[src/rtl/ae_multich_spectrogram_capture.sv]
// Multi-channel AE spectrogram capture: synchronises band events and RTC ticks, records one
// band-activity word per channel per time bin, then streams the buffer out in SER_W-bit slices.
module ae_multich_spectrogram_capture #(
    parameter int CH          = 2,
    parameter int BANDS       = 8,
    parameter int DEPTH       = 16,
    parameter int SER_W       = 2,
    parameter int SYNC_STAGES = 2
) (
    input  logic                  clk_i,
    input  logic                  rst_n_i,
    input  logic [CH*BANDS-1:0]   ev_in_i,
    input  logic                  rtc_tick_i,
    input  logic                  trig_mode_i,
    input  logic                  rd_start_i,
    input  logic                  rd_en_i,
    output logic [SER_W-1:0]      ser_out_o,
    output logic                  ser_valid_o,
    output logic                  sl_time_o,
    output logic                  sl_ch_o,
    output logic                  sig_det_o,
    output logic                  mem_done_o,
    output logic                  reading_o
);

    localparam int W      = CH * BANDS;
    localparam int SLICES = BANDS / SER_W;
    localparam int SLW    = (SLICES > 1) ? $clog2(SLICES) : 1;
    localparam int CHW    = (CH > 1) ? $clog2(CH) : 1;
    localparam int BW     = $clog2(DEPTH);

    // ARMED wait for trigger | CAPTURE fill bins on ticks | DONE hold buffer | READ stream out
    typedef enum logic [1:0] {ARMED, CAPTURE, DONE, READ} state_t;

    state_t                           state_q;
    logic [SYNC_STAGES-1:0][W-1:0]    ev_sync_q;
    logic [SYNC_STAGES-1:0]           tick_sync_q;
    logic                             tick_prev_q;
    logic [W-1:0]                     acc_q;
    logic [BW-1:0]                    bin_q;
    logic [CHW-1:0]                   ch_q;
    logic [SLW-1:0]                   slice_q;
    logic [SER_W-1:0]                 ser_out_q;
    logic                             ser_valid_q;
    logic                             sl_time_q;
    logic                             sl_ch_q;
    logic                             sig_det_q;
    logic                             mem_done_q;
    logic                             reading_q;
    logic [W-1:0]                     mem_q [DEPTH];

    logic [W-1:0]     ev;
    logic             ev_any;
    logic             tick;
    logic [W-1:0]     acc_d;
    logic             mem_we;
    logic             last_slice;
    logic             last_ch;
    logic             last_bin;
    logic [W-1:0]     rd_row;
    logic [BANDS-1:0] rd_word;
    logic [SER_W-1:0] slice_d;

    assign ev         = ev_sync_q[SYNC_STAGES-1];
    assign ev_any     = |ev;
    assign tick       = tick_sync_q[SYNC_STAGES-1] & ~tick_prev_q;
    assign acc_d      = acc_q | ev;
    assign mem_we     = (state_q == CAPTURE) && tick;
    assign last_slice = (slice_q == SLW'(SLICES - 1));
    assign last_ch    = (ch_q == CHW'(CH - 1));
    assign last_bin   = (bin_q == BW'(DEPTH - 1));
    assign rd_row     = mem_q[bin_q];

    always_comb begin
        rd_word = '0;
        for (int c = 0; c < CH; c++) begin
            if (ch_q == CHW'(c)) rd_word = rd_row[c*BANDS +: BANDS];
        end
        slice_d = '0;
        for (int s = 0; s < SLICES; s++) begin
            if (slice_q == SLW'(s)) slice_d = rd_word[BANDS-1-s*SER_W -: SER_W];
        end
    end

    always_ff @(posedge clk_i or negedge rst_n_i) begin
        if (!rst_n_i) begin
            ev_sync_q   <= '0;
            tick_sync_q <= '0;
            tick_prev_q <= 1'b0;
        end else begin
            ev_sync_q   <= {ev_sync_q[SYNC_STAGES-2:0], ev_in_i};
            tick_sync_q <= {tick_sync_q[SYNC_STAGES-2:0], rtc_tick_i};
            tick_prev_q <= tick_sync_q[SYNC_STAGES-1];
        end
    end

    // The tick cycle's own events belong to the bin being closed.
    always_ff @(posedge clk_i) begin
        if (mem_we) mem_q[bin_q] <= acc_d;
    end

    always_ff @(posedge clk_i or negedge rst_n_i) begin
        if (!rst_n_i) begin
            state_q     <= ARMED;
            acc_q       <= '0;
            bin_q       <= '0;
            ch_q        <= '0;
            slice_q     <= '0;
            ser_out_q   <= '0;
            ser_valid_q <= 1'b0;
            sl_time_q   <= 1'b0;
            sl_ch_q     <= 1'b0;
            sig_det_q   <= 1'b0;
            mem_done_q  <= 1'b0;
            reading_q   <= 1'b0;
        end else begin
            ser_valid_q <= 1'b0;
            sl_time_q   <= 1'b0;
            sl_ch_q     <= 1'b0;
            case (state_q)
                ARMED: begin
                    if (trig_mode_i || ev_any) begin
                        state_q   <= CAPTURE;
                        acc_q     <= acc_d;
                        bin_q     <= '0;
                        sig_det_q <= ev_any;
                    end
                end
                CAPTURE: begin
                    if (ev_any) sig_det_q <= 1'b1;
                    if (tick) begin
                        acc_q <= '0;
                        if (last_bin) begin
                            state_q    <= DONE;
                            mem_done_q <= 1'b1;
                        end else begin
                            bin_q <= bin_q + BW'(1);
                        end
                    end else begin
                        acc_q <= acc_d;
                    end
                end
                DONE: begin
                    if (rd_start_i) begin
                        state_q   <= READ;
                        reading_q <= 1'b1;
                        bin_q     <= '0;
                        ch_q      <= '0;
                        slice_q   <= '0;
                    end
                end
                READ: begin
                    if (rd_en_i) begin
                        ser_valid_q <= 1'b1;
                        ser_out_q   <= slice_d;
                        sl_ch_q     <= (slice_q == '0);
                        sl_time_q   <= (slice_q == '0) && (ch_q == '0);
                        if (last_slice) begin
                            slice_q <= '0;
                            if (last_ch) begin
                                ch_q <= '0;
                                if (last_bin) begin
                                    state_q    <= ARMED;
                                    reading_q  <= 1'b0;
                                    mem_done_q <= 1'b0;
                                    sig_det_q  <= 1'b0;
                                    acc_q      <= '0;
                                end else begin
                                    bin_q <= bin_q + BW'(1);
                                end
                            end else begin
                                ch_q <= ch_q + CHW'(1);
                            end
                        end else begin
                            slice_q <= slice_q + SLW'(1);
                        end
                    end
                end
                default: state_q <= ARMED;
            endcase
        end
    end

    assign ser_out_o   = ser_out_q;
    assign ser_valid_o = ser_valid_q;
    assign sl_time_o   = sl_time_q;
    assign sl_ch_o     = sl_ch_q;
    assign sig_det_o   = sig_det_q;
    assign mem_done_o  = mem_done_q;
    assign reading_o   = reading_q;

endmodule

[config.mk]
export PLATFORM = sky130hd
export DESIGN_NAME = ae_multich_spectrogram_capture
export DESIGN_NICKNAME = d
export VERILOG_FILES = /design/src/rtl/ae_multich_spectrogram_capture.sv
export SDC_FILE = /design/constraint.sdc
export NUM_CORES = 1
export LEC_CHECK = 0
export ABC_AREA = 1
export ABC_CLOCK_PERIOD_IN_PS = 4550
export CAP_MARGIN = 40
export CORE_MARGIN = 10
export CORE_UTILIZATION = 45
export CTS_CLUSTER_DIAMETER = 200
export DETAILED_ROUTE_END_ITERATION = 6
export PLACE_DENSITY_LB_ADDON = 0.25
export SYNTH_ARGS = -nofsm -noshare
export SYNTH_HDL_FRONTEND = slang
export SYNTH_SLANG_ARGS = --single-unit
[constraint.sdc]
create_clock -name clk_i -period 4.55 [get_ports clk_i]
set_input_delay 0.455 -clock clk_i [delete_from_list [all_inputs] [get_ports clk_i]]
set_output_delay 0.455 -clock clk_i [all_outputs]
set_load 0.01 [all_outputs]
# Word level (Yosys, flattened, before mapping)
# Memory sizes are Yosys's and may differ from the RTL's.
# Index checks and enable logic that the tools add are counted.
[totals]
reg_bits = 68
mem_count = 1
word_cells = 116
input_bits = 22
out_inout_bits = 8
ramBits = 256
[op_classes]
addsub = 3
bitwise_logic = 4
n_eq_ne = 16
n_reduce_logical = 18
mux = 58
[memory_table]
columns = ["name", "depth", "width", "read_ports", "rd_ports_with_merged_regs", "wr", "line", "text"]
rows = [
  ["mem_q", 16, 16, 1, 0, 1, "50", "logic [W-1:0] mem_q [DEPTH];"],
]
[ops]
columns = ["op", "count"]
rows = [
  ["16-bit two-way mux", 6],
  ["16-bit case mux with 3 select lines", 1],
  ["2-bit two-way mux", 15],
  ["4-bit two-way mux", 7],
  ["1-bit two-way mux", 21],
  ["2-bit != test, second input constant", 9],
  ["6-bit AND reduction", 3],
  ["16-bit bitwise OR", 1],
  ["4-bit case mux with 4 select lines", 1],
  ["16-bit OR reduction", 1],
  ["7-bit AND reduction", 2],
  ["2-bit equality test, second input constant", 4],
  ["8-bit two-way mux", 1],
  ["2-bit case mux with 4 select lines", 1],
  ["8-bit AND reduction", 1],
  ["1-bit case mux with 2 select lines", 3],
  ["4-bit by 1-bit adder with 4-bit output, second input constant", 1],
  ["2-bit by 1-bit equality test with 1-bit output, second input constant", 2],
  ["4-bit equality test, second input constant", 1],
  ["2-bit logical NOT", 2],
  ["2-bit case mux with 2 select lines", 1],
  ["4-bit AND reduction", 1],
  ["2-bit nonzero test", 2],
  ["1-bit case mux with 3 select lines", 1],
  ["9 further kinds", 11],
]

# Logic depth before layout (Yosys ltp)
[depth]
ltp_word = 6
depth_mapped = 17
depth_no_buf = 15

# Worst setup path after synthesis
# OpenSTA, ideal clock, no wires.
[synth_timing]
path_kind = "flip-flop to flip-flop"
startpoint = "reg bin_q[2]"
endpoint = "mem mem_q[3][0] in the netlist's numbering, enable pin"
synth_period_minus_slack_ns = 2.594
t_arrival_ns = 2.185
n_path_buf = 2
slack_ns = 1.956
setup_ns = 0.409
path_stages_with_launch = 6
required_ns = 4.141
cell_sequence = "dfrtp_1 -> buf_4 -> nor2_2 -> buf_2 -> inv_1 -> nor3_1"
[synth_lines]
columns = ["item", "line", "text"]
rows = [
  ["from (decl)", "40", "logic [BW-1:0] bin_q;"],
  ["from (signal assigned)", "137", "bin_q <= bin_q + BW'(1);"],
  ["from (signal assigned)", "169", "bin_q <= bin_q + BW'(1);"],
  ["to (decl)", "50", ""],
]
# No word-level cell before the write port.

# Final worst setup path
[layout_timing]
startpoint = "reg bin_q[0]"
endpoint = "reg ser_out_q[1] (netlist: ser_out_o[1])"
[layout_via]
elab_chain_cells = 6
[layout_rtl]
columns = ["item", "line", "text"]
rows = [
  ["memory read 16 x 16 bit (*)", "--", ""],
  ["8-bit two-way mux (*)", "77", "if (ch_q == CHW'(c)) rd_word = rd_row[c*BANDS +: BANDS];"],
  ["2-bit two-way mux (3 in a row)", "81", "if (slice_q == SLW'(s)) slice_d = rd_word[BANDS-1-s*SER_W -: SER_W];"],
  ["2-bit two-way mux (*)", "81", ""],
  ["to (signal assigned)", "155", "ser_out_q <= slice_d;"],
  ["to (decl)", "43", "logic [SER_W-1:0] ser_out_q;"],
]
# Mark *: on every way between the ends. The rest lies on a longest branch, timed or not.
# A chain may end at the register's enable or synchronous reset.

==> summary.md <==
| Metric | Value |
|---|---|
| DP HPWL | `19.09 mm` |
| Hold Path Depth | `0` |
| Fin. max-slew vios | `0` |
| Mapped Area | `0.01334 mm2` |
| Critical hold path startpoint | `ev_sync_q[1]` |
| Worst Tran Pin Value | `0.7733 ns` |
| Commonest non-fill, non-tap cell in the layout | `edfxtp_1` |
| Status | `finished, final reports clean` |
| Layout cells sized above 1 | `9.622%` |
| Post-synth EDFFs | `256` |
| Top_reg_cell synth | `edfxtp_1` |
| DIE WIDTH | `192.1 um` |
| Worst rel slew slack | `48.32%` |
| Cells after synthesis | `1,151` |
| Vias in the first global route | `8,464` |
| Final setup violation count | `0` |
| Hold endpoint | `ev[1]` |
| Class of the worst hold path | `flip-flop to flip-flop` |
| Reg-to-Reg Start | `bin_q[0]` |
| Htree depth | `2` |
| GRT Util Overall | `17.10%` |
| Ys async rst share | `20.99%` |
| Most frequent cells in the layout | `256 x edfxtp_1, 227 x nand2_1, 135 x nor2_1` |
| Critical path launch point type | `flip-flop` |
| DR top layer | `met4` |
| First-pass GRT wire length | `48.73 mm` |
| Initial antenna violation count | `0` |
| Syn nets | `1,186` |
| R2r setup slk | `1.60 ns` |
| # clock sinks | `324` |
| Vias post-DR | `8,357` |
| Ys Warns | `0` |
| CTS tree | `done` |
| Area Overhead vs Synth | `13.01%` |
| Clock root cell | `clkbuf_16` |
| Wire length on met1 | `13.86 mm` |
| Worst Setup Slack, final | `1.596 ns` |
| DRT Pass-1 Iters | `5` |
| Core Footprint | `0.02894 mm2` |
| Fillers | `2,507` |
| I/O Buffers | `29` |
| Die Ht | `192.1 um` |
| Final instance area | `0.01507 mm2` |
| Vias per cell | `5.223` |
| CTS Buf Count | `35` |
| I/O Pins | `30` |
| DRC Markers | `0` |
| Reg clk slew, reported paths | `0.06 ns` |
| Initial drt markers | `866` |
| Mean Syn Cell Area | `11.59 um2` |
| Leak Pwr | `0.005786 uW` |
| WL final | `30.95 mm` |
| Tcrit/Tclk final | `64.93%` |
| R2R cell count | `14` |
| Synth cell types | `35` |
| Type of the worst setup path | `flip-flop to flip-flop` |
| Fmax | `338.5 MHz` |
| Clock Skews | `0.01159 ns` |
| CP required | `4.95 ns` |
| RR Endpoint | `ser_out_o[1]` |
| Setup_tns | `0 ns` |
| Total power | `8775 uW` |
| DR WL/cell | `19.35 um` |
| Crit Path Max Fanout | `49` |
| Peak supply drop | `508.0 uV` |
| Cell Pwr Density | `582.3 mW/mm2` |
| Area of the multi-input gates | `0.003115 mm2` |
| Register area share after synthesis | `70.41%` |
| Nets | `1,227` |
| Yosys reg bits | `324` |
| Met2 wire len | `14.30 mm` |
| GP Congestion | `0.7963` |
| Cell Area, Placed | `0.01399 mm2` |
| Clk_lat worst skew | `0.51 ns` |
| WP data arrival | `3.36 ns` |
| Post-CTS Resized | `0` |
| Crit. End Element | `flip-flop` |
| Starting Density | `46.09%` |
| Die Area | `0.03692 mm2` |
| GRT overflow | `0` |
| Cell Rows | `62` |
| Metal3 WL | `2.124 mm` |
| Final hold violations | `0` |
| Max_cap viols | `0` |
| Largest net degree at the start of global routing | `60` |
| RSZ-0062 raised after global routing | `false` |
| Number of diodes | `0` |
| DP Worst Slack | `1.615 ns` |
| CTS Buffer Depth | `3` |
| Period minus WS final | `2.954 ns` |
| FF/Latch Area | `0.009394 mm2` |
| Antenna viol nets, final | `0` |
==> final cells by class <==
type / instances / share of cell area [%]
well taps: 384 / 3.188
flip-flops and latches: 324 / 62.33
clock inverters: 16 / 0.7057
clock buffers: 45 / 6.409
repair buffers: 58 / 3.728
multi-input cells: 655 / 20.67
inverters: 118 / 2.964
==> power by group <==
group          switching, uW  internal [uW]  total (uW)
clock                   1110           1550        2660
combinational           1700            717        2410
sequential               161           3540        3700
total                   2970           5810        8780
==> sequential cells by signal, indices dropped and copies added, names as in the netlist, 2 cells and up <==
name,count
state_q,2
ev_sync_q,16
mem_q,256
acc_q,16
bin_q,4
ser_out_o,2
slice_q,2
ev,16
tick_sync_q,2
==> cells in the mapped netlist, types with 2 or more instances <==
library cell	count	area share (%)
nor3_1	5	0.19
edfxtp_1	256	58
o21ai_0	93	3.5
nor2_2	2	0.094
inv_1	111	3.1
a21oi_1	32	1.2
buf_2	13	0.49
ha_1	13	1.2
o22ai_1	25	1.2
inv_2	5	0.14
o21ai_2	14	0.92
nand2_2	2	0.094
nor2_4	2	0.17
buf_6	16	1.4
clkbuf_1	12	0.34
a21oi_2	2	0.13
o21ai_1	9	0.34
nand2_1	227	6.4
buf_4	11	0.62
nand3_1	71	2.7
nand4_1	12	0.56
dfrtp_1	68	13
nor2_1	138	3.9
==> per-layer routing <==
metal	global-route usage, %	up-vias
li1	-	3982
met1	23.34	4045
met2	26.99	277
met3	3.410	53
met4	5.337	0
met5	0	-
==> worst max path at each step <==
stage | from | endpoint | slack (ns) | cells past startpoint
final | bin_q[0] | ser_out_o[1] | 1.60 | 14
after global routing | bin_q[0] | ser_out_o[1] | 1.25 | 14
after CTS | bin_q[0] | ser_out_o[1] | 1.60 | 14
after detailed placement | bin_q[0] | ser_out_o[1] | 1.62 | 14
after global placement | bin_q[2] | mem_q[0][14] | 1.41 | 3
after floorplan | bin_q[2] | mem_q[3][0] | 1.96 | 5
==> through the flow <==
| step | hold slack (ns) | cells | util (%) |
|---|---|---|---|
| finish | 0.3460 | 1600 | 52.08 |
| global route | 0.3578 | 1600 | 52.08 |
| CTS | 0.3477 | 1600 | 52.08 |
| detailed placement | 0.3347 | 1538 | 48.34 |
| global placement | 0.3313 | 1531 | 48.05 |
| floorplan | 0.1594 | 1151 | - |
==> cells by family after synthesis <==
kind of cell	after synthesis	synth area share [%]
xor gates and xnor gates	1	0.06569
DFF	324	70.41
buffers and inverters	172	6.399
AOI/OAI and AO/OA	177	7.516
and+or+nand+nor	464	14.39
adders and majority gates	13	1.220
==> worst max-delay path: stages, from the launching register on <==
cell	delay (ns)
dfrtp_4	0.77
clkinv_2	0.60
buf_12	0.38
nand2_1	0.07
nand3_1	0.06
nand3_1	0.15
nand2_1	0.06
nor2_1	0.20
nand2_1	0.08
nand3_1	0.13
nand2_1	0.08
nand2_1	0.06
nand2_1	0.04
nand2_1	0.07
a21oi_2	0.05
==> timing repair <==
item | in CTS | in global routing
hold endpoints to repair | 15 | 0
hold buffers | 1 | 0
setup buffers | 0 | 0
Note: power is estimated with default switching activity, not from simulation.
